**src/rtl/accumulator_drain_sequencer_pkg.sv**
```systemverilog
// Shared types and helpers for the accumulator drain path.
//   drain_state_e : drain sequencer states
//   SHIFT_WIDTH   : width of the requantisation shift amount
//   run_max()     : largest zero-run value representable in a run field
package accumulator_drain_sequencer_pkg;

    typedef enum logic [2:0] {
        IDLE,
        FETCH,
        CHECK,
        EMIT,
        DONE
    } drain_state_e;

    localparam int unsigned SHIFT_WIDTH = 5;

    function automatic int unsigned run_max(input int unsigned index_width);
        return (32'd1 << index_width) - 32'd1;
    endfunction

endpackage

```
**src/rtl/accumulator_drain_sequencer_if.sv**
```systemverilog
// Bus bundle between the drain sequencer, the accumulator banks and OARAM.
//   buf_read_en / buf_bank_read / buf_bank_entry : read request to the banks
//   buf_data_read                                 : signed data, one cycle after the request
//   out_valid / out_ready                         : output word handshake
//   out_value / out_zero_run / out_address        : output word payload
// master = drain sequencer side, slave = banks/OARAM side.
interface accumulator_drain_sequencer_if #(
    parameter int BANK_COUNT  = 32,
    parameter int TILE_SIZE   = 128,
    parameter int ACC_WIDTH   = 24,
    parameter int OUT_WIDTH   = 8,
    parameter int INDEX_WIDTH = 4,
    parameter int ADDR_WIDTH  = 10
);
    localparam int BANK_W  = (BANK_COUNT > 1) ? $clog2(BANK_COUNT) : 1;
    localparam int ENTRY_W = (TILE_SIZE > 1) ? $clog2(TILE_SIZE) : 1;

    logic                   buf_read_en;
    logic [BANK_W-1:0]      buf_bank_read;
    logic [ENTRY_W-1:0]     buf_bank_entry;
    logic [ACC_WIDTH-1:0]   buf_data_read;
    logic                   out_valid;
    logic                   out_ready;
    logic [OUT_WIDTH-1:0]   out_value;
    logic [INDEX_WIDTH-1:0] out_zero_run;
    logic [ADDR_WIDTH-1:0]  out_address;

    modport master (
        output buf_read_en, buf_bank_read, buf_bank_entry,
        input  buf_data_read,
        output out_valid, out_value, out_zero_run, out_address,
        input  out_ready
    );

    modport slave (
        input  buf_read_en, buf_bank_read, buf_bank_entry,
        output buf_data_read,
        input  out_valid, out_value, out_zero_run, out_address,
        output out_ready
    );
endinterface

```
**src/rtl/accumulator_drain_sequencer_requant.sv**
```systemverilog
// Combinational requantisation of one accumulator word:
// ReLU, logical right shift, saturate to the unsigned output range.
//   acc_i   : signed accumulator word
//   shift_i : right-shift amount (shifts >= ACC_WIDTH give 0)
//   q_o     : unsigned requantised activation
module accumulator_drain_sequencer_requant
    import accumulator_drain_sequencer_pkg::*;
#(
    parameter int ACC_WIDTH = 24,
    parameter int OUT_WIDTH = 8
) (
    input  logic [ACC_WIDTH-1:0]   acc_i,
    input  logic [SHIFT_WIDTH-1:0] shift_i,
    output logic [OUT_WIDTH-1:0]   q_o
);
    logic [ACC_WIDTH-1:0] mag;
    logic [ACC_WIDTH-1:0] shifted;

    always_comb begin
        mag     = acc_i[ACC_WIDTH-1] ? '0 : acc_i;
        shifted = mag >> shift_i;
        if (|shifted[ACC_WIDTH-1:OUT_WIDTH]) begin
            q_o = '1;
        end else begin
            q_o = shifted[OUT_WIDTH-1:0];
        end
    end
endmodule

```
**src/rtl/accumulator_drain_sequencer.sv**
```systemverilog
// Drain engine for the accumulator banks. Walks every bank/entry bank-major,
// requantises each word and zero-run-length encodes the stream to OARAM.
//   clk, reset_n   : clock, asynchronous active-low reset
//   start          : begin a drain (ignored while busy)
//   shift_amt      : requant shift, captured on accepted start
//   bus (master)   : bank read port and output word handshake
//   busy           : drain in progress (includes the done cycle)
//   done           : one-cycle end-of-drain pulse
//   emitted_count  : words emitted by the last drain, held until the next one ends
//
// state | meaning
// IDLE  | waiting for start
// FETCH | read strobe for current bank/entry
// CHECK | read data valid; requantise and run-length decision
// EMIT  | output word valid, waiting for ready
// DONE  | end-of-drain pulse, publish count
module accumulator_drain_sequencer
    import accumulator_drain_sequencer_pkg::*;
#(
    parameter int BANK_COUNT  = 32,
    parameter int TILE_SIZE   = 128,
    parameter int ACC_WIDTH   = 24,
    parameter int OUT_WIDTH   = 8,
    parameter int INDEX_WIDTH = 4,
    parameter int ADDR_WIDTH  = 10
) (
    input  logic                    clk,
    input  logic                    reset_n,
    input  logic                    start,
    input  logic [SHIFT_WIDTH-1:0]  shift_amt,
    accumulator_drain_sequencer_if.master bus,
    output logic                    busy,
    output logic                    done,
    output logic [ADDR_WIDTH-1:0]   emitted_count
);
    localparam int BANK_W  = (BANK_COUNT > 1) ? $clog2(BANK_COUNT) : 1;
    localparam int ENTRY_W = (TILE_SIZE > 1) ? $clog2(TILE_SIZE) : 1;
    localparam logic [BANK_W-1:0]      LAST_BANK  = BANK_W'(BANK_COUNT - 1);
    localparam logic [ENTRY_W-1:0]     LAST_ENTRY = ENTRY_W'(TILE_SIZE - 1);
    localparam logic [INDEX_WIDTH-1:0] RUN_MAX    = INDEX_WIDTH'(run_max(INDEX_WIDTH));

    drain_state_e           state_q;
    logic [BANK_W-1:0]      bank_q,  bank_d;
    logic [ENTRY_W-1:0]     entry_q, entry_d;
    logic [INDEX_WIDTH-1:0] run_q;
    logic [ADDR_WIDTH-1:0]  addr_q;
    logic [ADDR_WIDTH-1:0]  count_q;
    logic [ADDR_WIDTH-1:0]  emitted_q;
    logic [SHIFT_WIDTH-1:0] shift_q;
    logic                   busy_q;
    logic                   done_q;
    logic                   read_en_q;
    logic                   valid_q;
    logic [OUT_WIDTH-1:0]   value_q;
    logic [INDEX_WIDTH-1:0] zrun_q;

    logic [OUT_WIDTH-1:0]   q;
    logic                   is_last;

    accumulator_drain_sequencer_requant #(
        .ACC_WIDTH (ACC_WIDTH),
        .OUT_WIDTH (OUT_WIDTH)
    ) u_requant (
        .acc_i   (bus.buf_data_read),
        .shift_i (shift_q),
        .q_o     (q)
    );

    // Next traversal position: entry-minor, bank-major.
    always_comb begin
        is_last = (bank_q == LAST_BANK) && (entry_q == LAST_ENTRY);
        bank_d  = bank_q;
        entry_d = entry_q + ENTRY_W'(1);
        if (entry_q == LAST_ENTRY) begin
            entry_d = '0;
            bank_d  = bank_q + BANK_W'(1);
        end
    end

    always_ff @(posedge clk or negedge reset_n) begin
        if (!reset_n) begin
            state_q   <= IDLE;
            bank_q    <= '0;
            entry_q   <= '0;
            run_q     <= '0;
            addr_q    <= '0;
            count_q   <= '0;
            emitted_q <= '0;
            shift_q   <= '0;
            busy_q    <= 1'b0;
            done_q    <= 1'b0;
            read_en_q <= 1'b0;
            valid_q   <= 1'b0;
            value_q   <= '0;
            zrun_q    <= '0;
        end else begin
            case (state_q)
                IDLE: begin
                    if (start) begin
                        shift_q   <= shift_amt;
                        run_q     <= '0;
                        addr_q    <= '0;
                        count_q   <= '0;
                        bank_q    <= '0;
                        entry_q   <= '0;
                        busy_q    <= 1'b1;
                        read_en_q <= 1'b1;
                        state_q   <= FETCH;
                    end
                end
                FETCH: begin
                    read_en_q <= 1'b0;
                    state_q   <= CHECK;
                end
                CHECK: begin
                    if ((q == '0) && (run_q != RUN_MAX)) begin
                        run_q <= run_q + INDEX_WIDTH'(1);
                        if (is_last) begin
                            // A trailing zero run is never emitted.
                            emitted_q <= count_q;
                            done_q    <= 1'b1;
                            state_q   <= DONE;
                        end else begin
                            bank_q    <= bank_d;
                            entry_q   <= entry_d;
                            read_en_q <= 1'b1;
                            state_q   <= FETCH;
                        end
                    end else begin
                        // Saturated run emits an explicit zero word carrying RUN_MAX.
                        value_q <= q;
                        zrun_q  <= run_q;
                        run_q   <= '0;
                        valid_q <= 1'b1;
                        state_q <= EMIT;
                    end
                end
                EMIT: begin
                    if (bus.out_ready) begin
                        valid_q <= 1'b0;
                        addr_q  <= addr_q + ADDR_WIDTH'(1);
                        count_q <= count_q + ADDR_WIDTH'(1);
                        if (is_last) begin
                            emitted_q <= count_q + ADDR_WIDTH'(1);
                            done_q    <= 1'b1;
                            state_q   <= DONE;
                        end else begin
                            bank_q    <= bank_d;
                            entry_q   <= entry_d;
                            read_en_q <= 1'b1;
                            state_q   <= FETCH;
                        end
                    end
                end
                DONE: begin
                    done_q  <= 1'b0;
                    busy_q  <= 1'b0;
                    state_q <= IDLE;
                end
                default: begin
                    state_q <= IDLE;
                end
            endcase
        end
    end

    assign bus.buf_read_en    = read_en_q;
    assign bus.buf_bank_read  = bank_q;
    assign bus.buf_bank_entry = entry_q;
    assign bus.out_valid      = valid_q;
    assign bus.out_value      = value_q;
    assign bus.out_zero_run   = zrun_q;
    assign bus.out_address    = addr_q;
    assign busy               = busy_q;
    assign done               = done_q;
    assign emitted_count      = emitted_q;
endmodule

```
**src/flat_wrapper.sv**
```systemverilog
// flat-port wrapper written by rule: the top's interface ports become plain ports
module accumulator_drain_sequencer_flat import accumulator_drain_sequencer_pkg::*;
#(
    parameter int BANK_COUNT  = 32,
    parameter int TILE_SIZE   = 128,
    parameter int ACC_WIDTH   = 24,
    parameter int OUT_WIDTH   = 8,
    parameter int INDEX_WIDTH = 4,
    parameter int ADDR_WIDTH  = 10
)
  (clk, reset_n, start, shift_amt, busy, done, emitted_count, bus_buf_read_en, bus_buf_bank_read, bus_buf_bank_entry, bus_buf_data_read, bus_out_valid, bus_out_value, bus_out_zero_run, bus_out_address, bus_out_ready);
  accumulator_drain_sequencer_if #(.BANK_COUNT(BANK_COUNT), .TILE_SIZE(TILE_SIZE), .ACC_WIDTH(ACC_WIDTH), .OUT_WIDTH(OUT_WIDTH), .INDEX_WIDTH(INDEX_WIDTH), .ADDR_WIDTH(ADDR_WIDTH)) bus_i ();
  input  logic clk;
  input  logic reset_n;
  input  logic start;
  input  logic [SHIFT_WIDTH-1:0] shift_amt;
  output logic busy;
  output logic done;
  output logic [ADDR_WIDTH-1:0] emitted_count;
  output wire logic [$bits(bus_i.buf_read_en)-1:0] bus_buf_read_en;
  output wire logic [$bits(bus_i.buf_bank_read)-1:0] bus_buf_bank_read;
  output wire logic [$bits(bus_i.buf_bank_entry)-1:0] bus_buf_bank_entry;
  input wire logic [$bits(bus_i.buf_data_read)-1:0] bus_buf_data_read;
  output wire logic [$bits(bus_i.out_valid)-1:0] bus_out_valid;
  output wire logic [$bits(bus_i.out_value)-1:0] bus_out_value;
  output wire logic [$bits(bus_i.out_zero_run)-1:0] bus_out_zero_run;
  output wire logic [$bits(bus_i.out_address)-1:0] bus_out_address;
  input wire logic [$bits(bus_i.out_ready)-1:0] bus_out_ready;
  assign bus_buf_read_en = bus_i.buf_read_en;
  assign bus_buf_bank_read = bus_i.buf_bank_read;
  assign bus_buf_bank_entry = bus_i.buf_bank_entry;
  assign bus_i.buf_data_read = bus_buf_data_read;
  assign bus_out_valid = bus_i.out_valid;
  assign bus_out_value = bus_i.out_value;
  assign bus_out_zero_run = bus_i.out_zero_run;
  assign bus_out_address = bus_i.out_address;
  assign bus_i.out_ready = bus_out_ready;
  accumulator_drain_sequencer #(.BANK_COUNT(BANK_COUNT), .TILE_SIZE(TILE_SIZE), .ACC_WIDTH(ACC_WIDTH), .OUT_WIDTH(OUT_WIDTH), .INDEX_WIDTH(INDEX_WIDTH), .ADDR_WIDTH(ADDR_WIDTH)) u_core (.clk(clk), .reset_n(reset_n), .start(start), .shift_amt(shift_amt), .bus(bus_i), .busy(busy), .done(done), .emitted_count(emitted_count));
endmodule
```
**config.mk**
```make
export PLATFORM = sky130hd
export DESIGN_NAME = accumulator_drain_sequencer_flat
export DESIGN_NICKNAME = d
export VERILOG_FILES = /design/src/rtl/accumulator_drain_sequencer_pkg.sv /design/src/rtl/accumulator_drain_sequencer_if.sv /design/src/rtl/accumulator_drain_sequencer_requant.sv /design/src/rtl/accumulator_drain_sequencer.sv /design/src/flat_wrapper.sv
export SDC_FILE = /design/constraint.sdc
export NUM_CORES = 1
export LEC_CHECK = 0
export ABC_AREA = 1
export CORE_ASPECT_RATIO = 0.6
export CORE_MARGIN = 3
export CORE_UTILIZATION = 25
export DETAILED_ROUTE_END_ITERATION = 6
export RECOVER_POWER = 100
export SETUP_SLACK_MARGIN = 0.3
export SLEW_MARGIN = 20
export SYNTH_ARGS = -nofsm -noshare
export SYNTH_HDL_FRONTEND = slang
export SYNTH_SLANG_ARGS = --single-unit
```
**constraint.sdc**
```tcl
create_clock -name clk -period 2.2 [get_ports clk]
set_input_delay 0.55 -clock clk [delete_from_list [all_inputs] [get_ports clk]]
set_output_delay 0.55 -clock clk [all_outputs]
set_load 0.01 [all_outputs]
```
==> results of run 1 <==
## flip-flops by register name, summed over array words and instances, names as in the netlist, 3 cells and up
signal                     cells
u_core.bus.buf_bank_entry      7
u_core.state_q                 3
u_core.emitted_count          10
u_core.run_q                   4
u_core.shift_q                 5
u_core.count_q                10
u_core.bus.out_address        10
u_core.bus.out_value           8
u_core.bus.out_zero_run        4
u_core.bus.buf_bank_read       5
## cells in the final DEF (no fill, tap or decap), types with 8 or more instances in the layout
cell               n
dlygate4sd3_1     38
clkbuf_1           8
nand3_1          118
dlygate4sd2_1     19
clkbuf_16          9
nor3_1             8
nand2_1          116
nand2_2           21
dfrtp_1           66
o21ai_0           38
buf_4             69
a21oi_1           16
buf_6             13
nor2_1            34
clkdlybuf4s50_1   15
nor2_2             8
inv_1             44
buf_12            11
nand4_1           19
nand3_2           59
## kinds of logic after synthesis
kind of cell,share of synthesized area
simple gates,0.4054
xor+xnor,0.007508
buf+inv,0.08659
compound gates,0.1064
flops,0.3753
fa+ha+maj,0.01877
## stage by stage
stage | util | hold WS, ns | instances
2_1_floorplan | - | 0.2544 | 664
5_1_grt | 0.4071 | 0.5028 | 1071
4_1_cts | 0.3983 | 0.2532 | 1064
3_3_place_gp | 0.3546 | 0.4659 | 1020
3_5_place_dp | 0.3546 | 0.4669 | 1020
6_report | 0.4071 | 0.4751 | 1071
## worst max-delay path, cell delays in order, from the launching register on
cell and delay, ns:
dfrtp_2 0.51, inv_8 0.11, buf_4 0.15, nand3_1 0.09, nand3_1 0.11, nand3_1 0.08, nand3_1 0.13, nand3_2 0.13
nand4_1 0.09, nor2_1 0.13, nand3b_1 0.16, o21bai_4 0.29, buf_12 0.19, nand2_4 0.11, nand2_1 0.09, nand2_1 0.05
## layer usage
metal,global-route usage,up-vias
met5,0,-
met4,0.02535,0
met3,0.04571,15
met2,0.2112,175
met1,0.2368,2449
li1,-,2619
## power by group through the flow
stage / clock network, mW / registers (mW) / logic (mW)
floorplan: 0 / 1.84 / 2.96
global placement: 0 / 1.82 / 5.12
detailed placement: 0 / 1.81 / 5.17
CTS: 1.60 / 1.79 / 5.84
global route: 1.66 / 1.86 / 6.62
finish: 1.56 / 1.81 / 6.04
## timing repair
action / CTS / global route
resized for setup: 85 / 61
pin swaps: 20 / 19
gates cloned: 3 / 0
hold buffers: 0 / 0
buffers inserted: 25 / 7
endpoints found under the setup margin: 53 / 65
## how the worst max path moves through the flow
stage | startpoint | slack (ns) | cells after the start | endpoint
after floorplan | bus_buf_data_read[23] | -0.13 | 18 | u_core.emitted_count[3]
after global placement | bus_buf_data_read[23] | -0.96 | 18 | u_core.bus.buf_bank_read[0]
after detailed placement | bus_buf_data_read[23] | -1.01 | 18 | u_core.bus.buf_bank_entry[6]
after CTS | u_core.shift_q[0] | -0.39 | 17 | u_core.bus.buf_bank_entry[6]
after global routing | u_core.shift_q[0] | -0.57 | 16 | u_core.bus.buf_bank_entry[6]
final | u_core.shift_q[0] | -0.37 | 15 | u_core.emitted_count[4]
## final cells by class
class                      instances  area (um^2)
clock buffer                      14        284.0
multi-input combinational        507         3030
tap                              240        300.3
inverter                          54        227.7
timing repair buffer             184         1758
sequential                        70         1757
clock inverter                     2        37.54
fill                            1844        10770
==> results.toml, run 1 <==
[floorplanning]
die_w_um = 182.4
core_area_um2 = 18160
die_area_um2 = 20400
die_h_um = 111.8
num_io_pins = 81
initial_core_util = 0.2570
rows = 38

[power_and_ir_drop]
peakVddDrop_mv = 0.4190
combPwrFrac = 0.642
cellLeakagePower_nw = 3.435
cell_internal_pwr_mw = 5.267
total_power_mw = 9.410
switching_share = 0.4403
seqPwrFrac = 0.192
p_per_area_nw_per_um2 = 1273
clockPowerShare = 0.165
power_switching_mw = 4.143

[synth]
synth_area_leader_cell = "dfrtp_1"
ys_ff_latch = 70
ys_async_sr_fraction = 1.000
synth_area_leaders = "dfrtp_1 (38%), nand3_1 (19%), nand2_1 (11%)"
dominantRegCellSynth = "dfrtp_1"
synth_cell_types = 42
yosys_warnings = 0
synthCells = 664
synthTopCellsByCount = "nand3_1 (179), nand2_1 (138), dfrtp_1 (70)"
synth_fp_nets = 704
syn_area_per_cell_um2 = 7.029
yosysMostFrequentCell = "nand3_1"
synth_seq_area_share = 0.3753
netlist_area_um2 = 4667
synth_top_area_frac = 0.3753
synth_edf_count = 0

[critical_path]
end_kind = "flop"
rrSetupSlack_ns = -0.37
crit_fanout = 16
r2r_end = "u_core.emitted_count[4]"
worstSetupPathType = "flop to flop"
cp_data_arrival_time_ns = 2.78
reg2reg_from = "u_core.shift_q[0]"
required_ns = 2.42
critPathLaunchType = "flop"
rr_worst_depth = 15

[cells_and_area]
antenna_cells = 0
area_growth_syn_to_layout_pct = 58.44
design_area_um2 = 7395
drive_gt1_frac = 0.2960
nets = 866

[clocking]
cts_root_buf = "clkbuf_16"
cts_buffers = 9
clkSinkCount = 70
clk_latency_ns = 0.33
clockBufferDepth = 2
htreeDepth = 3
cts_tree = "yes"
clk_pin_slew_ns = 0.06

[sta]
layout_min_cycle_time_ns = 2.566
setup_viol = 50
layout_setup_ws_ns = -0.3663
fin_tns_setup_ns = -14.95
timing.final.crit_share = 1.166
drv_slew = 71
max_freq_mhz = 389.7
slew_headroom = -0.09368
hold_violations = 0
worst_pin_slew_ns = 1.641
rsz0062_at_grt = "true"
finClkSkew_ns = 0.004780

[status]
status = "complete, but fails checks"
violations = "capacitance limit, slew limit, setup timing"

[worst_hold_path]
holdPathStages = 2
hp-class = "flop to flop"
hold_start = "u_core.bus.buf_read_en"
holdPathEnd = "u_core.bus.buf_read_en"

[routing]
top_layer = "met4"
drt-vias-per-instance = 4.909
dr.pass1.iters = 5
finalWirelength_um = 15750
m1WireLength_um = 8129
drtIter0Drc = 458
met3_length_um = 1013
wire_per_inst_um = 14.71
final_antenna_net_count = 0
drcViolationCount = 0
met2_length_um = 6482
vias = 5258

[global_routing]
grt_antenna_before_repair = 0
grt_max_degree = 71
grt_overflow_total = 0
grtUsageTotal = 0.1533
grt_pass1_wl_um = 25740
first_global_vias = 4956

[place]
pre_cts_ws_ns = -1.015
gp_congestion = 0.9156
place_hpwl_um = 11170
port_buffers = 80
placed_cell_area_um2 = 6440

[flow_run]
cap_viol_max_count = 1
Note: power is estimated with default switching activity, not from simulation.
==> inputs of run 2 (changes only) <==
clock period = 3.05 ns   (was 2.2 ns; I/O delays follow)
==> results.toml, run 2 (synthesized netlist as in run 1, its figures left out) <==
[routing]
wire_per_inst_um = 14.92
dr.pass1.iters = 5
met2_length_um = 6284
final_antenna_net_count = 0
drcViolationCount = 0
top_layer = "met5"
finalWirelength_um = 15400
drt-vias-per-instance = 4.892
met3_length_um = 818
m1WireLength_um = 8110
vias = 5049
drtIter0Drc = 363

[cells_and_area]
drive_gt1_frac = 0.2601
design_area_um2 = 7107
final_common_cell = "nand2_1"
antenna_cells = 0
area_growth_syn_to_layout_pct = 52.28
fin_cells = 1032
nets = 827
layout_common_cells = "nand2_1 (128), nand3_1 (93), nand3_2 (74), dfrtp_1 (68), dlygate4sd3_1 (49)"

[floorplanning]
die_area_um2 = 20400
rows = 38
initial_core_util = 0.2570
die_h_um = 111.8
num_io_pins = 81
core_area_um2 = 18160
die_w_um = 182.4

[clocking]
clk_latency_ns = 0.34
clockBufferDepth = 2
clkSinkCount = 70
cts_tree = "yes"
clk_pin_slew_ns = 0.06
cts_root_buf = "clkbuf_16"
cts_buffers = 9
ctsHoldBuffers = 0
htreeDepth = 3

[sta]
rsz0062_at_grt = "false"
slew_headroom = -0.2160
hold_violations = 0
timing.final.crit_share = 0.9038
finClkSkew_ns = 0.008187
drv_slew = 71
max_freq_mhz = 362.8
layout_min_cycle_time_ns = 2.757
worst_pin_slew_ns = 1.824
setup_viol = 0

[worst_hold_path]
hp-class = "flop to flop"

[critical_path]
critPathLaunchType = "input pin"
end_kind = "flop"
crit_fanout = 8
cp_data_arrival_time_ns = 2.99
worstSetupPathType = "input pin to flop"
required_ns = 3.28

[place]
port_buffers = 80
dp.cells = 995
placed_cell_area_um2 = 5934
place_hpwl_um = 10640
gp_congestion = 0.8946

[flow_run]
cap_viol_max_count = 1

[status]
violations = "capacitance limit, slew limit"
status = "complete, but fails checks"

[global_routing]
grt_max_degree = 71
grt_antenna_before_repair = 1
grtUsageTotal = 0.1463
first_global_vias = 4692
grt_overflow_total = 0
grt_pass1_wl_um = 24550

[power_and_ir_drop]
combPwrFrac = 0.641
clockPowerShare = 0.157
p_per_area_nw_per_um2 = 908.4
seqPwrFrac = 0.202
cell_internal_pwr_mw = 3.461
cellLeakagePower_nw = 3.254
switching_share = 0.4639
power_switching_mw = 2.995
peakVddDrop_mv = 0.4065
[run 2: cell count changes in the layout (fill, tap and decap cells not counted), moves of 10 or more]
cell | previous run | this run
nand3_1 | 118 | 93
buf_4 | 69 | 47
nand3_2 | 59 | 74
nand2_2 | 21 | 4
dlygate4sd3_1 | 38 | 49
nand3_4 | 5 | 15
nand2_1 | 116 | 128
[run 2: final cells by class]
class | count | area [um^2]
clock inverters | 4 | 47.55
inverters | 54 | 222.7
flip-flops and latches | 70 | 1754
clock buffers | 12 | 236.5
repair buffers | 145 | 1331
fillers | 1839 | 11060
well taps | 240 | 300.3
multi-input cells | 507 | 3214
[run 2: power groups by stage]
stage	Clock (mW)	Combinational (mW)	Sequential, mW
floorplan	0	2.00	1.33
global placement	0	3.24	1.31
detailed placement	0	3.24	1.32
CTS	1.05	3.65	1.31
global route	1.09	4.58	1.34
finish	1.01	4.14	1.31
[run 2: what timing repair did]
action | CTS | global route
resized for setup | 94 | 102
pin swaps | 28 | 35
gates cloned | 1 | 0
setup buffers | 11 | 9
hold endpoints to repair | 0 | 0
setup endpoints to repair | 44 | 45
[run 2: path summary, 6_finish.rpt]
| kind | start | end | slack [ns] | cells after the start |
|---|---|---|---|---|
| hold reg to reg | u_core.emitted_count[7] | u_core.emitted_count[7] | 0.47 | 2 |
| min in group asynchronous | reset_n | u_core.emitted_count[3] | 0.99 | 2 |
| max in group asynchronous | reset_n | u_core.state_q[2] | 0.82 | 2 |
| hold / removal | u_core.emitted_count[7] | u_core.emitted_count[7] | 0.47 | 2 |
| setup / recovery | bus_buf_data_read[23] | u_core.bus.out_valid | 0.29 | 19 |
| setup reg to reg | u_core.shift_q[0] | u_core.bus.out_valid | 0.33 | 18 |
[run 2: through the flow]
step	total power, mW	setup TNS (ns)	util	setup WS [ns]	hold slack [ns]
6_report	6.456	0	0.3913	0.2935	0.4686
5_1_grt	7.001	0	0.3913	0.1669	0.4880
4_1_cts	6.006	0	0.3675	0.3006	0.4582
3_5_place_dp	4.551	-15.48	0.3267	-0.4494	0.4618
3_3_place_gp	4.553	-14.24	0.3267	-0.4139	0.4616
2_1_floorplan	3.332	0	-	0.4625	0.4669
[run 2: per-layer routing]
| layer | vias to the layer above | global-route usage |
|---|---|---|
| li1 | 2539 | - |
| met4 | 2 | 0.02789 |
| met5 | - | 0 |
| met1 | 2356 | 0.2362 |
| met2 | 133 | 0.1948 |
| met3 | 19 | 0.03395 |
[run 2: worst max-delay path, stage by stage]
cell,delay [ns]
buf_6,0.10
buf_6,0.10
nor2_4,0.04
buf_12,0.15
nand2_8,0.08
nand3_4,0.09
nand3_4,0.12
nand3_2,0.10
nand3_1,0.10
nand2_1,0.06
nor2_1,0.14
nand2_1,0.14
nor2_4,0.14
nand4_1,0.17
o21bai_4,0.22
buf_12,0.18
buf_12,0.13
clkbuf_4,0.13
nand2_1,0.04
